### src/rtl/ram_stream_fifo.sv
// Valid/ready byte FIFO controller around an external 1-cycle-latency dual-port RAM,
// with a 2-entry show-ahead output stage. Optional synchronous flush: RAM_STREAM_FIFO_CLEAR_EN.
module ram_stream_fifo #(
    parameter int AW = 10,
    parameter int DW = 8
) (
    input  logic          clk,
    input  logic          rst,
`ifdef RAM_STREAM_FIFO_CLEAR_EN
    input  logic          i_clear,
`endif
    input  logic          i_wvalid,
    output logic          o_wready,
    input  logic [DW-1:0] i_wdata,
    output logic          o_rvalid,
    input  logic          i_rready,
    output logic [DW-1:0] o_rdata,
    output logic [AW:0]   o_count,
    output logic          o_ram_we,
    output logic [AW-1:0] o_ram_waddr,
    output logic [DW-1:0] o_ram_wdata,
    output logic [AW-1:0] o_ram_raddr,
    input  logic [DW-1:0] i_ram_rdata
);

    localparam int          DEPTH   = 2 ** AW;
    localparam logic [AW:0] C_DEPTH = (AW + 1)'(DEPTH);

    logic [AW-1:0] r_wptr;
    logic [AW-1:0] r_rptr;
    logic [AW:0]   r_ram_cnt;
    logic          r_inflight;
    logic [1:0]    r_out_cnt;
    logic          r_rvalid;
    logic [DW-1:0] r_rdata;
    logic [DW-1:0] r_skid;

    logic          w_clear;
    logic          w_push;
    logic          w_pop;
    logic [2:0]    w_pend;
    logic          w_rd_go;
    logic          w_head_free;
    logic [1:0]    w_out_cnt_nxt;
    logic [AW:0]   w_ram_cnt_nxt;

`ifdef RAM_STREAM_FIFO_CLEAR_EN
    assign w_clear = i_clear;
`else
    assign w_clear = 1'b0;
`endif

    assign o_wready    = (r_ram_cnt != C_DEPTH);
    assign w_push      = i_wvalid & o_wready & ~w_clear;
    assign w_pop       = r_rvalid & i_rready;

    // Occupancy the output stage will have once the current read lands and the pop retires;
    // a new read may only be issued if that leaves room for it.
    assign w_pend      = {1'b0, r_out_cnt} + {2'b00, r_inflight} - {2'b00, w_pop};
    assign w_rd_go     = (r_ram_cnt != '0) && (w_pend < 3'd2);

    assign w_head_free = (r_out_cnt == 2'd0) || ((r_out_cnt == 2'd1) && w_pop);
    assign w_out_cnt_nxt = r_out_cnt + {1'b0, r_inflight} - {1'b0, w_pop};

    always_comb begin
        w_ram_cnt_nxt = r_ram_cnt;
        case ({w_push, w_rd_go})
            2'b10:   w_ram_cnt_nxt = r_ram_cnt + 1'b1;
            2'b01:   w_ram_cnt_nxt = r_ram_cnt - 1'b1;
            default: w_ram_cnt_nxt = r_ram_cnt;
        endcase
    end

    always_ff @(posedge clk or posedge rst) begin
        if (rst) begin
            r_wptr     <= '0;
            r_rptr     <= '0;
            r_ram_cnt  <= '0;
            r_inflight <= 1'b0;
            r_out_cnt  <= 2'd0;
            r_rvalid   <= 1'b0;
            r_rdata    <= '0;
        end else if (w_clear) begin
            r_wptr     <= '0;
            r_rptr     <= '0;
            r_ram_cnt  <= '0;
            r_inflight <= 1'b0;
            r_out_cnt  <= 2'd0;
            r_rvalid   <= 1'b0;
            r_rdata    <= '0;
        end else begin
            if (w_push)
                r_wptr <= r_wptr + 1'b1;
            if (w_rd_go)
                r_rptr <= r_rptr + 1'b1;
            r_ram_cnt  <= w_ram_cnt_nxt;
            r_inflight <= w_rd_go;
            r_out_cnt  <= w_out_cnt_nxt;
            r_rvalid   <= (w_out_cnt_nxt != 2'd0);
            // Head is refilled from RAM when it frees up, otherwise from the skid on a pop.
            if (r_inflight && w_head_free)
                r_rdata <= i_ram_rdata;
            else if (w_pop && (r_out_cnt == 2'd2))
                r_rdata <= r_skid;
        end
    end

    // Skid contents are only meaningful while r_out_cnt == 2, so it needs no reset.
    always_ff @(posedge clk) begin
        if (r_inflight && !w_head_free)
            r_skid <= i_ram_rdata;
    end

    assign o_rvalid    = r_rvalid;
    assign o_rdata     = r_rdata;
    assign o_count     = r_ram_cnt + {{AW{1'b0}}, r_inflight} + {{(AW - 1){1'b0}}, r_out_cnt};
    assign o_ram_we    = w_push;
    assign o_ram_waddr = r_wptr;
    assign o_ram_wdata = i_wdata;
    assign o_ram_raddr = r_rptr;

endmodule

### config.mk
export PLATFORM = sky130hd
export DESIGN_NAME = ram_stream_fifo
export DESIGN_NICKNAME = d
export VERILOG_FILES = /design/src/rtl/ram_stream_fifo.sv
export SDC_FILE = /design/constraint.sdc
export NUM_CORES = 1
export LEC_CHECK = 0
export ABC_AREA = 1
export CAP_MARGIN = 15
export CORE_ASPECT_RATIO = 1.1
export CORE_MARGIN = 2
export CORE_UTILIZATION = 55
export CTS_CLUSTER_DIAMETER = 60
export DETAILED_ROUTE_END_ITERATION = 10
export PLACE_DENSITY = 0.9
export SLEW_MARGIN = 30
export SYNTH_ARGS = -nofsm -noshare
export SYNTH_HDL_FRONTEND = slang
export SYNTH_SLANG_ARGS = --single-unit
### constraint.sdc
create_clock -name clk -period 9 [get_ports clk]
set_clock_uncertainty 0.1 [all_clocks]
set_input_delay 1.35 -clock clk [delete_from_list [all_inputs] [get_ports clk]]
set_output_delay 1.35 -clock clk [all_outputs]
set_load 0.05 [all_outputs]
# Yosys cells after proc, flatten, opt, wreduce, memory -nomap -nowiden
# Index checks and enable logic that the tools add are counted.
[word_totals] wordCells=41 out_inout_bits=50 register_bits=51 inputBits=20
[classes] n_mux=3 n_bitwise=2 magnitude_cmp=1 add_sub_neg=10 n_eq_ne=5 reduce_logical=12
[ops] operator="11-bit case mux with 2 select lines" n=1
[ops] operator="10-bit by 1-bit adder with 10-bit output, second input constant" n=2
[ops] operator="8-bit two-way mux" n=2
[ops] operator="11-bit by 1-bit adder with 11-bit output" n=1
[ops] operator="11-bit by 1-bit adder with 11-bit output, second input constant" n=1
[ops] operator="11-bit by 2-bit adder with 11-bit output" n=1
[ops] operator="11-bit inequality test, second input constant" n=1
[ops] operator="11-bit nonzero test" n=1
[ops] operator="11-bit by 1-bit subtractor with 11-bit output, second input constant" n=1
[ops] operator="2-bit nonzero test" n=3
[ops] operator="1-bit logical AND" n=5
[ops] operator="2-bit by 1-bit == test with 1-bit output, second input constant" n=2
[ops] operator="2-bit == test, second input constant" n=2
[ops] operator="2-bit by 1-bit adder with 3-bit output" n=1
[ops] operator="3-bit by 2-bit < comparator with 1-bit output, second input constant" n=1
[ops] operator="3-bit by 1-bit subtractor with 3-bit output" n=1
[ops] operator="2-bit by 1-bit adder with 2-bit output" n=1
[ops] operator="1-bit bitwise AND" n=2
[ops] operator="2-bit logical NOT" n=1
[ops] operator="2-bit by 1-bit subtractor with 2-bit output" n=1
[ops] operator="1-bit logical NOT" n=1
[ops] operator="1-bit logical OR" n=1

# Longest topological paths before layout
[logic_depth] ltp_word=6 depth_mapped=23 mapped_depth_nobuf=22

# Least setup slack after synthesis
# No wires, ideal clock.
[synth_path] path_type="input-to-reg" from="input port i_rready" to="register r_ram_cnt[8]" setup_time_ns=0.117 n_path_buf=1 path_stages=23 required_ns=8.783 setup_slack_ns=4.223 t_arrival_ns=4.559 path_cell_list="nand2_1 clkinv_1 ha_1 inv_1 ha_1 inv_1 fa_1 o21ai_0 a21oi_1 nand2_2 inv_4 buf_8 ha_1 inv_1 fa_1 inv_1 nand3_1 nand3_1 nand2_1 nand3_1 nand2_1 nor2_1 nor2_1"
[synth_between] elab_chain_cells=6 elab_cells_between_ends=8 cone_classes="add/sub: 1; order compare: 1; eq/ne: 2; mux: 1; bitwise: 1; reduce/logical: 2"
[synth_lines] item="start, declared" line_no="16" source="input logic i_rready,"
[synth_lines] item="1-bit bitwise AND *" line_no="55" source="assign w_pop = r_rvalid & i_rready;"
[synth_lines] item="3-bit by 1-bit subtractor with 3-bit output *" line_no="59" source="assign w_pend = {1'b0, r_out_cnt} + {2'b00, r_inflight} - {2'b00, w_pop};"
[synth_lines] item="3-bit by 2-bit < comparator with 1-bit output *" line_no="60" source="assign w_rd_go = (r_ram_cnt != '0) && (w_pend < 3'd2);"
[synth_lines] item="1-bit logical AND *" line_no="60"
[synth_lines] item="net w_rd_go" line_no="42" source="logic w_rd_go;"
[synth_lines] item="2-bit by 1-bit == test with 1-bit output or 2-bit == test (tied branches)" line_no="67" source="case ({w_push, w_rd_go})"
[synth_lines] item="11-bit case mux with 2 select lines or 2-bit nonzero test (tied branches)"
[synth_lines] item="end signal, assigned" line_no="96" source="r_ram_cnt <= w_ram_cnt_nxt;"
[synth_lines] item="end, declared" line_no="31" source="logic [AW:0] r_ram_cnt;"
# Mark *: on every way through the listed nets, which the timed path passes. The rest lies on a longest branch.
# A chain may end at the register's enable or synchronous reset.

# Worst setup path after layout
[layout_path] from="input port i_rready" to="register r_ram_cnt[8]"
[layout_between] elab_chain_cells=6 elab_cells_between_ends=8 cone_classes="add/sub: 1; order compare: 1; eq/ne: 2; mux: 1; bitwise: 1; reduce/logical: 2"
[layout_lines] item="1-bit bitwise AND *" line_no="55"
[layout_lines] item="3-bit by 1-bit subtractor with 3-bit output *" line_no="59"
[layout_lines] item="3-bit by 2-bit < comparator with 1-bit output *" line_no="60"
[layout_lines] item="1-bit logical AND *" line_no="60"
[layout_lines] item="2-bit by 1-bit == test with 1-bit output or 2-bit == test (tied branches)" line_no="67"
[layout_lines] item="11-bit case mux with 2 select lines or 2-bit nonzero test (tied branches)"
# Mark *: on every way between the ends. The rest lies on a longest branch, timed or not.

==> metrics.log <==
INFO  metric drive_gt1_share = 6.452%
INFO  metric cts_setup_buffers = 0
INFO  metric criticalPathCategory = in -> reg
INFO  metric netlist.top_cell.by_area = sky130_fd_sc_hd__dfrtp_1
INFO  metric post_synth_main_area_contributors = sky130_fd_sc_hd__dfrtp_1 (33%), sky130_fd_sc_hd__nand2_1 (13%), sky130_fd_sc_hd__edfxtp_1 (7.3%), sky130_fd_sc_hd__inv_1 (6.2%), sky130_fd_sc_hd__ha_1 (5.7%)
INFO  metric holdCritPathClass = reg -> reg
INFO  metric fp.coreArea = 5769 µm²
INFO  metric cts_hold_buf = 0
INFO  metric r2r_cells = 22
INFO  metric grt_pass1_wl = 11.74 mm
INFO  metric gr-total-overflow = 0
INFO  metric drt_iter0_drc = 168
INFO  metric input_output_buffers = 53
INFO  metric fin_nets = 503
INFO  metric synth.cell_area = 3269 µm²
INFO  metric finalSetupViolations = 0
INFO  metric timing_hold_violations_final = 0
INFO  metric via_count = 2798
INFO  metric seqCellArea = 1316 µm²
INFO  metric dieHeight = 84.86 µm
INFO  metric hold_crit_depth = 2
INFO  metric yosys_register_bits = 51
INFO  metric area_growth = 18.71%
INFO  metric cap_violations = 0
INFO  metric gr-usage-met2 = 39.92%
INFO  metric tritoncts = yes
INFO  metric fin_max_slew_vios = 0
INFO  metric timing.critical_path.buf_inv = 7
INFO  metric clockRootBuffer = sky130_fd_sc_hd__clkbuf_8
INFO  metric detail_route.drc_violations = 0
INFO  metric finish.utilization = 67.27%
INFO  metric worstHoldEndpoint = o_ram_waddr[3]
INFO  metric cp-end-kind = flip-flop
INFO  metric worst_setup_hold_path_clk_slew = 0.10 ns
INFO  metric grt_util_all_layers = 21.82%
INFO  metric worst_pin_slew = 0.7050 ns
INFO  metric clock_latency = 0.31 ns
INFO  metric status = finished clean
INFO  metric timing.rr.end = r_ram_cnt[8]
INFO  metric critical-path-top-delay-family = adder cells
INFO  metric grt_start_max_net_pins = 44
INFO  metric critPathArrivalTime = 5.48 ns
INFO  metric worst_setup_path_start_kind = primary input
INFO  metric drt-vias-per-instance = 5.162
INFO  metric gr-usage-met3 = 4.149%
INFO  metric synth_cell_types = 33
INFO  metric tmin_final = 5.363 ns
INFO  metric antenna_violating_nets_post_route = 0
INFO  metric maxSlewHeadroom = 53.00%
INFO  metric r2r-start = o_rvalid
INFO  metric wirelength = 6.956 mm
INFO  metric cts_resized = 0
INFO  metric initial_utilization = 56.67%
INFO  metric fin_setup_tns = 0 ns
INFO  metric top_usage_layer = met2
INFO  metric cell_at_the_slowest_stage_of_the_critical_path = sky130_fd_sc_hd__fa_1
INFO  metric antennaDiodeCount = 0
INFO  metric layout_worst_path_cycle_share = 59.59%
INFO  metric fillers = 451
INFO  metric cp_max_fo = 16
INFO  metric cts-buffers-inserted = 5
INFO  metric drt_pre_antenna_iters = 4
INFO  metric wl_per_cell = 12.83 µm
INFO  metric cts_num_sinks = 51
INFO  metric met1_resource_use_gr = 26.51%
INFO  metric slowest_delay = 0.51 ns
INFO  metric fp-row-count = 29
INFO  metric r2r_slack = 4.68 ns
INFO  metric unrepaired_setup_endpoints_after_global_routing = no
INFO  metric critical_path_required = 9.11 ns
INFO  metric grt_pass1_vias = 2680
INFO  metric die-area = 6578 µm²
INFO  metric chipWidth = 77.51 µm
INFO  metric yosysWarnings = 0
INFO  metric crit_path_frequent_cell = sky130_fd_sc_hd__inv_1
INFO  metric cts-htree-levels = 2
INFO  metric place.gp.congestion = 0.8938
INFO  metric syn_area_per_cell = 7.840 µm²
INFO  metric timing.critical_path.cells = clkdlybuf4s50_1 -> nand2_1 -> clkinv_1 -> ha_1 -> inv_1 -> ha_1 -> inv_1 -> fa_1 -> o21ai_0 -> a21oi_1 -> nand2_2 -> inv_4 -> ha_1 -> inv_1 -> fa_1 -> inv_1 -> nand3_1 -> nand3_1 -> nand2_1 -> nand3_1 -> nand2_1 -> nor2_1 -> nor2_1
INFO  metric syn-num-nets = 456
INFO  metric detailedPlacementHpwl = 5.270 mm
INFO  metric clockBufferDepth = 2
INFO  metric antenna_violations_before_repair = 0
INFO  metric multi_input_area = 1614 µm²
INFO  metric worstHoldStart = o_ram_waddr[3]
INFO  metric synth_sequential_area_ratio = 40.26%
INFO  metric achievable_clock_frequency = 186.5 MHz
INFO  metric syn_inst = 417
INFO  metric io-pin-count = 70
INFO  metric synth_top_cell_area_share = 32.91%
==> sequential cells by signal, summed over array words and instances, names as in the netlist <==
name / count
o_ram_raddr: 10
o_rvalid: 1
r_inflight: 1
r_out_cnt: 2
o_ram_waddr: 10
r_ram_cnt: 11
r_skid: 8
o_rdata: 8
==> synth_stat cells (all sizes together) <==
cell type and instances:
a21boi 1, a21oi 9, buf 13, clkbuf 1, clkinv 1, dfrtp 43
edfxtp 8, fa 4, ha 15, inv 59, nand2 119, nand3 32
nand3b 1, nand4 14, nor2 37, nor3 8, o21ai 26, o22ai 2
or2 2, xnor2 7, xor2 15
==> worst min-delay path: stages (launching register included) <==
cell,delay (ns)
sky130_fd_sc_hd__dfrtp_1,0.39
sky130_fd_sc_hd__nand2_1,0.07
sky130_fd_sc_hd__nand2_1,0.05
==> cell usage in the layout (no fill, tap or decap) <==
master                            synthesis  final
sky130_fd_sc_hd__a21boi_2                 1      1
sky130_fd_sc_hd__a21oi_1                  9      9
sky130_fd_sc_hd__buf_4                    8      1
sky130_fd_sc_hd__clkbuf_8                 0      5
sky130_fd_sc_hd__clkdlybuf4s50_1          0     53
sky130_fd_sc_hd__clkinv_1                 1      2
sky130_fd_sc_hd__clkinv_2                 0      1
sky130_fd_sc_hd__clkinvlp_4               0      2
sky130_fd_sc_hd__dfrtp_1                 43     43
sky130_fd_sc_hd__edfxtp_1                 8      8
sky130_fd_sc_hd__fa_1                     4      4
sky130_fd_sc_hd__ha_1                    15     15
sky130_fd_sc_hd__inv_1                   54     53
sky130_fd_sc_hd__inv_2                    4      4
sky130_fd_sc_hd__inv_4                    1      1
sky130_fd_sc_hd__nand2_1                116    116
sky130_fd_sc_hd__nand2_2                  3      3
sky130_fd_sc_hd__nand3_1                 30     30
sky130_fd_sc_hd__nand3_2                  2      2
sky130_fd_sc_hd__nand3b_1                 1      1
sky130_fd_sc_hd__nand4_1                 13     13
sky130_fd_sc_hd__nand4_2                  1      1
sky130_fd_sc_hd__nor2_1                  35     35
sky130_fd_sc_hd__nor2_4                   2      2
sky130_fd_sc_hd__nor3_1                   8      8
sky130_fd_sc_hd__o21ai_0                 19     19
sky130_fd_sc_hd__o21ai_1                  1      1
sky130_fd_sc_hd__o21ai_2                  6      6
sky130_fd_sc_hd__o22ai_1                  2      2
sky130_fd_sc_hd__or2_1                    1      1
sky130_fd_sc_hd__or2_2                    1      1
sky130_fd_sc_hd__xnor2_1                  7      7
sky130_fd_sc_hd__xor2_1                  15     15
==> area by class of cell <==
type                    count  share of cell area [%]
inverters                  60                   5.867
repair buffers             54                   13.86
clock inverters             3                  0.5158
well taps                  77                   2.482
multi-input cells         292                   41.59
clock buffers               5                   1.773
flip-flops and latches     51                   33.91
==> through the flow <==
stage,cells,setup WS (ns),instance area [µm²],hold slack [ns]
3_3_place_gp,534,3.533,3792,0.4082
4_1_cts,542,3.628,3881,0.4392
5_1_grt,542,3.229,3881,0.4843
3_5_place_dp,534,3.336,3792,0.4233
2_1_floorplan,417,4.223,3269,0.3873
6_report,542,3.637,3881,0.4381
==> worst max-delay path by stage <==
stage,to,depth (start not counted),startpoint
6_report,r_ram_cnt[8],23,i_rready
5_1_grt,r_ram_cnt[8],23,i_rready
4_1_cts,r_ram_cnt[8],23,i_rready
3_5_place_dp,r_ram_cnt[8],23,i_rready
3_3_place_gp,r_ram_cnt[8],23,i_rready
2_1_floorplan,r_ram_cnt[8],23,i_rready
==> routing by layer <==
metal | wire (µm) | up-vias
met3 | 299 | 8
met2 | 3652 | 67
met5 | 0 | -
met4 | 51 | 0
li1 | - | 1415
met1 | 2954 | 1308
==> cell families (layout without fill, tap and decap cells) <==
kind of cell	after synthesis	in the layout	share of synthesized area, %
XOR/XNOR	22	22	5.894
adder cells (fa/ha/maj)	19	19	8.190
buffers and inverters	74	122	10.37
flip-flops	51	51	40.26
AND/OR/NAND/NOR	213	213	28.51
AO/OA/AOI/OAI	38	38	6.773
Power is not shown: default switching activity piles up to over one toggle a cycle in this logic, so the estimate is an artifact.
